`config.mk`:
```
export PLATFORM = sky130hd
export DESIGN_NAME = instr_fetch_unit_flat
export DESIGN_NICKNAME = d
export VERILOG_FILES = /design/src/rtl/instr_fetch_unit_if.sv /design/src/rtl/instr_fetch_unit.sv /design/src/flat_wrapper.sv
export SDC_FILE = /design/constraint.sdc
export NUM_CORES = 1
export LEC_CHECK = 0
export ABC_AREA = 1
export BUFFER_PORTS_ARGS = -buffer_cell sky130_fd_sc_hd__buf_2
export CORE_MARGIN = 2
export CORE_UTILIZATION = 35
export DETAILED_ROUTE_END_ITERATION = 8
export PLACE_DENSITY_LB_ADDON = 0.1
export SYNTH_ARGS = -nofsm -noshare
export SYNTH_HDL_FRONTEND = slang
export SYNTH_SLANG_ARGS = --single-unit
```
`constraint.sdc`:
```
create_clock -name clk -period 1.9 [get_ports clk]
set_input_delay 0.095 -clock clk [delete_from_list [all_inputs] [get_ports clk]]
set_output_delay 0.095 -clock clk [all_outputs]
set_load 0.05 [all_outputs]
```
`src/rtl/instr_fetch_unit_if.sv`:
```
// Instruction-memory request/acknowledge bus between the fetch unit (master)
// and the instruction memory (slave).
interface instr_fetch_unit_if;
  logic        req;
  logic [31:0] addr;
  logic        ack;
  logic [31:0] rdata;

  modport master (
    output req,
    output addr,
    input  ack,
    input  rdata
  );

  modport slave (
    input  req,
    input  addr,
    output ack,
    output rdata
  );
endinterface

```
`src/rtl/instr_fetch_unit.sv`:
```
// Instruction fetch unit: owns PC and IR, fetches over a req/ack bus, decodes
// IR fields and applies next-PC selection on FSM commit strobes.
module instr_fetch_unit #(
  parameter logic [31:0] RESET_PC    = 32'h0000_0000,
  parameter int          ACK_TIMEOUT = 16
) (
  input  logic                       clk,
  input  logic                       reset_n,
  input  logic                       instrReg,
  input  logic                       pc_update,
  input  logic                       jump,
  input  logic                       jr,
  input  logic                       beq,
  input  logic                       bne,
  input  logic                       zero,
  input  logic [31:0]                rs_data,
  instr_fetch_unit_if.master         imem,
  output logic [5:0]                 opcode,
  output logic [5:0]                 funct,
  output logic [4:0]                 rs,
  output logic [4:0]                 rt,
  output logic [4:0]                 rd,
  output logic [15:0]                imm,
  output logic [25:0]                target,
  output logic [31:0]                pc,
  output logic [31:0]                link_addr,
  output logic                       ir_valid,
  output logic                       busy,
  output logic [1:0]                 fault
);

  localparam int CNT_W = (ACK_TIMEOUT > 1) ? $clog2(ACK_TIMEOUT) : 1;
  localparam logic [CNT_W-1:0] LAST_CNT = CNT_W'(ACK_TIMEOUT - 1);

  typedef enum logic [1:0] {
    IDLE = 2'd0,
    REQ  = 2'd1,
    PEND = 2'd2
  } state_t;

  state_t           state_reg;
  logic [31:0]      pc_reg;
  logic [31:0]      ir_reg;
  logic             ir_valid_reg;
  logic             req_reg;
  logic             busy_reg;
  logic [1:0]       fault_reg;
  logic [CNT_W-1:0] cnt_reg;

  logic [31:0]      pc_next;
  logic [31:0]      branch_off;
  logic             branch_taken;
  logic             jr_misaligned;

  // Next-PC selection: jr > jump > taken branch > hold.
  always_comb begin
    branch_off    = {{14{ir_reg[15]}}, ir_reg[15:0], 2'b00};
    branch_taken  = (beq && zero) || (bne && !zero);
    pc_next       = pc_reg;
    jr_misaligned = 1'b0;
    if (jr) begin
      pc_next       = rs_data & ~32'h3;
      jr_misaligned = |rs_data[1:0];
    end else if (jump) begin
      pc_next = {pc_reg[31:28], ir_reg[25:0], 2'b00};
    end else if (branch_taken) begin
      pc_next = pc_reg + branch_off;
    end
  end

  always_ff @(posedge clk or negedge reset_n) begin
    if (!reset_n) begin
      state_reg    <= IDLE;
      pc_reg       <= RESET_PC;
      ir_reg       <= 32'h0;
      ir_valid_reg <= 1'b0;
      req_reg      <= 1'b0;
      busy_reg     <= 1'b0;
      fault_reg    <= 2'b00;
      cnt_reg      <= '0;
    end else begin
      case (state_reg)
        IDLE: begin
          if (pc_update) begin
            pc_reg <= pc_next;
            if (jr_misaligned) begin
              fault_reg[1] <= 1'b1;
            end
          end
          if (instrReg) begin
            ir_valid_reg <= 1'b0;
            busy_reg     <= 1'b1;
            cnt_reg      <= '0;
            // A same-cycle commit needs one cycle for the new PC to settle
            if (pc_update) begin
              state_reg <= PEND;
            end else begin
              state_reg <= REQ;
              req_reg   <= 1'b1;
            end
          end
        end
        PEND: begin
          state_reg <= REQ;
          req_reg   <= 1'b1;
        end
        REQ: begin
          if (imem.ack) begin
            ir_reg       <= imem.rdata;
            ir_valid_reg <= 1'b1;
            pc_reg       <= pc_reg + 32'd4;
            req_reg      <= 1'b0;
            busy_reg     <= 1'b0;
            cnt_reg      <= '0;
            state_reg    <= IDLE;
          end else if (cnt_reg == LAST_CNT) begin
            req_reg      <= 1'b0;
            busy_reg     <= 1'b0;
            fault_reg[0] <= 1'b1;
            cnt_reg      <= '0;
            state_reg    <= IDLE;
          end else begin
            cnt_reg <= cnt_reg + CNT_W'(1);
          end
        end
        default: begin
          state_reg <= IDLE;
          req_reg   <= 1'b0;
          busy_reg  <= 1'b0;
        end
      endcase
    end
  end

  assign imem.req  = req_reg;
  assign imem.addr = {pc_reg[31:2], 2'b00};

  assign opcode    = ir_reg[31:26];
  assign funct     = ir_reg[5:0];
  assign rs        = ir_reg[25:21];
  assign rt        = ir_reg[20:16];
  assign rd        = ir_reg[15:11];
  assign imm       = ir_reg[15:0];
  assign target    = ir_reg[25:0];
  assign pc        = pc_reg;
  assign link_addr = pc_reg;
  assign ir_valid  = ir_valid_reg;
  assign busy      = busy_reg;
  assign fault     = fault_reg;

endmodule

```
`src/flat_wrapper.sv`:
```
// flat-port wrapper written by rule: the top's interface ports become plain ports
module instr_fetch_unit_flat 
#(
  parameter logic [31:0] RESET_PC    = 32'h0000_0000,
  parameter int          ACK_TIMEOUT = 16
)
  (clk, reset_n, instrReg, pc_update, jump, jr, beq, bne, zero, rs_data, opcode, funct, rs, rt, rd, imm, target, pc, link_addr, ir_valid, busy, fault, imem_req, imem_addr, imem_ack, imem_rdata);
  instr_fetch_unit_if imem_i ();
  input  logic clk;
  input  logic reset_n;
  input  logic instrReg;
  input  logic pc_update;
  input  logic jump;
  input  logic jr;
  input  logic beq;
  input  logic bne;
  input  logic zero;
  input  logic [31:0] rs_data;
  output logic [5:0] opcode;
  output logic [5:0] funct;
  output logic [4:0] rs;
  output logic [4:0] rt;
  output logic [4:0] rd;
  output logic [15:0] imm;
  output logic [25:0] target;
  output logic [31:0] pc;
  output logic [31:0] link_addr;
  output logic ir_valid;
  output logic busy;
  output logic [1:0] fault;
  output wire logic [$bits(imem_i.req)-1:0] imem_req;
  output wire logic [$bits(imem_i.addr)-1:0] imem_addr;
  input wire logic [$bits(imem_i.ack)-1:0] imem_ack;
  input wire logic [$bits(imem_i.rdata)-1:0] imem_rdata;
  assign imem_req = imem_i.req;
  assign imem_addr = imem_i.addr;
  assign imem_i.ack = imem_ack;
  assign imem_i.rdata = imem_rdata;
  instr_fetch_unit #(.RESET_PC(RESET_PC), .ACK_TIMEOUT(ACK_TIMEOUT)) u_core (.clk(clk), .reset_n(reset_n), .instrReg(instrReg), .pc_update(pc_update), .jump(jump), .jr(jr), .beq(beq), .bne(bne), .zero(zero), .rs_data(rs_data), .imem(imem_i), .opcode(opcode), .funct(funct), .rs(rs), .rt(rt), .rd(rd), .imm(imm), .target(target), .pc(pc), .link_addr(link_addr), .ir_valid(ir_valid), .busy(busy), .fault(fault));
endmodule
```
==> run metrics <==
root buffer cell=clkbuf_16; Mapped Avg Cell Area=6.68 um^2; dominant synthesized flop cell=dfrtp_1; number of global-route vias before repair=7,765; Rows=53; CP Launch Type=flip-flop; share of the synthesized area in the top cell type=24.9%; Die W=149 um; crit path max-delay cell type=dfrtp_4; critical path data arrival time=2420 ps; vias=8,270; Register-to-Register Setup Slack=-250 ps; GRT Resource Usage Total=26.3%; Synth Area in Simple Gates=29.2%; fin crit period=2150 ps; mapped cell area=7350 um^2; worst hold path type=input port to flip-flop; number of flops mapped to enable cells by yosys=0; RSZ-0062 raised after global routing=true; setup violators final=23; status=finished with violations; Routed Antenna Nets=0; 1st-pass router iterations=5; die area=22,200 um^2; ys async rst share=100%; Synth Area in Compound Gates=12.7%; setup ws final=-246 ps; mux contribution to synthesized area=4.90%; critical-path cell list=ha_4, fa_2, nand3_2, nand3_4, nand2_2, nand2_4, xnor2_1, o21ai_2, o21bai_1, a2bb2oi_1; diode count=0; Fin Clk Skew=11.6 ps; worst-path fanout max=4; Max-Cap Viols=0; WP buf/inv=0; Max Root-Sink Buffers=2; initial antenna violation count=0; Top Family by Delay on Critical Path=adder cells; crit-path max cell delay=490 ps; Synth Area in XOR/XNOR=3.22%; Worst Tran Pin Value=524 ps; Crit. path cell count=10; number of distinct library cells after synthesis=46; Max Freq=0.466 GHz; largest family of logic cells by synthesized area=simple AND/OR/NAND/NOR gates; Worst R2R Path Depth=10; IO buf count=237; 1st-iter DRT viols=463; first-pass GRT wire length=44,000 um; Final Hold Vio Count=0; initial core utilization=35.3%; DR DRC count=0; fin. max-slew vios=0; sequential area share after synthesis=24.9%; violated checks=setup timing; Syn-to-layout area delta=52.5%; #FFs+latches synth=73; Hold Crit Depth=3; clock sink count=73; htree depth=3; grt ovf=0; area leader, netlist=dfrtp_1; Routed wire per std cell=17.2 um; Post-Route WL=29,500 um; CTS Buf Count=9; Worst-Skew Late Latency=360 ps; Post-Syn Instances=1,100; Critical Path RT=2170 ps; io pins=244; clock slew at reported path FFs=70 ps; final hold slack=42.5 ps; RD Place Congestion=0.983; vias per inst=4.82; largest cells by area after synthesis=dfrtp_1 (25%), nand2_1 (15%), buf_4 (11%); max reg flops=32; Final HPWL DP=23,000 um; relative slew slack=65.0%; fraction of layout cells with a size suffix above 1=50.0%; Tcrit/Tclk final=113%; CTS tree=built; Nets=1,540; largest net degree at the start of global routing=35; die extent in y=149 um; CP endpoint kind=flip-flop; Post-Synth Adder-Cell Area=5.55%; yosys warns=0; Core Area=20,800 um^2; WS Path Type=flip-flop to flip-flop
==> tightest hold or removal path, cell delays in order <==
cell and delay (ps):
buf_2 70, o21ai_0 70, o21bai_1 120
==> layout by cell type (no fill, tap or decap), types with 9 or more instances in the layout <==
cell type,Yosys,final
buf_2,9,236
nand2_1,285,224
buf_4,105,162
inv_1,139,132
a21oi_1,98,68
nor2_1,89,66
nand2_2,2,40
nand3_1,57,40
dfrtp_2,0,40
dlygate4sd3_1,0,33
mux2_2,32,32
dfrtp_1,73,30
ha_4,0,28
o21ai_0,39,27
nand2_4,3,26
a21oi_2,1,24
xor2_1,17,17
nor2_2,5,17
nor2_4,3,14
nand3_2,1,13
o21ai_1,4,12
nand4_1,12,12
inv_2,5,11
buf_6,1,11
o211ai_1,10,10
nor3_1,11,9
clkbuf_16,0,9
==> final cells by class <==
class	count	area [um^2]
timing repair buffer	446	2920
fill	2036	9620
tap	275	344
inverter	144	543
clock buffer	10	239
clock inverter	6	66.3
sequential	73	1890
multi-input combinational	760	5200
==> path summary, 6_finish.rpt <==
path                                                 start                               end
min in group asynchronous                          reset_n     u_core.ir_reg[22]$_DFFE_PN0P_
setup / recovery           u_core.link_addr[2]$_DFFE_PN0P_  u_core.link_addr[10]$_DFFE_PN0P_
hold reg to reg                u_core.fault[0]$_DFFE_PN0P_       u_core.fault[0]$_DFFE_PN0P_
max in group asynchronous                          reset_n   u_core.link_addr[2]$_DFFE_PN0P_
setup reg to reg           u_core.link_addr[2]$_DFFE_PN0P_  u_core.link_addr[10]$_DFFE_PN0P_
hold / removal                                  rs_data[0]       u_core.fault[1]$_DFFE_PN0P_
==> Yosys cell counts, types with 6 or more instances <==
master    number
nor3_2         7
nor2_1        89
clkbuf_1      11
nand2_1      285
xnor2_1       10
xor2_1        17
nand4_1       12
o21ai_0       39
o211ai_1      10
mux2_2        32
dfrtp_1       73
ha_1          31
o21bai_1       6
inv_1        139
buf_2          9
nand3_1       57
a21oi_1       98
buf_4        105
nor3_1        11
==> cell families (layout without fill, tap and decap cells) <==
| logic type | Yosys count | count (layout) |
|---|---|---|
| and+or+nand+nor | 491 | 491 |
| buffers and inverters | 272 | 606 |
| AOI/OAI and AO/OA | 172 | 172 |
| DFF | 73 | 73 |
| adders and majority gates | 32 | 32 |
| muxes | 32 | 32 |
| xor gates and xnor gates | 27 | 27 |
| other | 1 | 6 |
==> metal layers <==
metal / GRT usage, % / routed length (um) / vias up
met2: 45.6 / 14600 / 231
met1: 34.8 / 13200 / 3923
met5: 0 / 0 / -
met4: 6.48 / 502 / 0
li1: - / - / 4092
met3: 3.12 / 1180 / 24
==> metrics by stage <==
step           util [%]  setup TNS, ps  setup WS [ps]  area (um^2)  instances
5_1_grt            53.8          -6530           -403        11200       1714
3_5_place_dp       46.3          -6250           -386         9630       1643
3_3_place_gp       46.3          -6090           -389         9630       1643
4_1_cts            51.7          -3650           -209        10800       1707
2_1_floorplan         -           -797          -95.7         7820       1105
6_report           53.8          -3750           -246        11200       1714
==> what timing repair did <==
action	CTS	global route
resized for setup	98	94
pin swaps	44	64
hold buffers	33	0
setup endpoints to repair	26	28
setup buffers	15	7
endpoints found under the hold margin	63	0
Power is not shown: default switching activity piles up to over one toggle a cycle in this logic, so the estimate is an artifact.
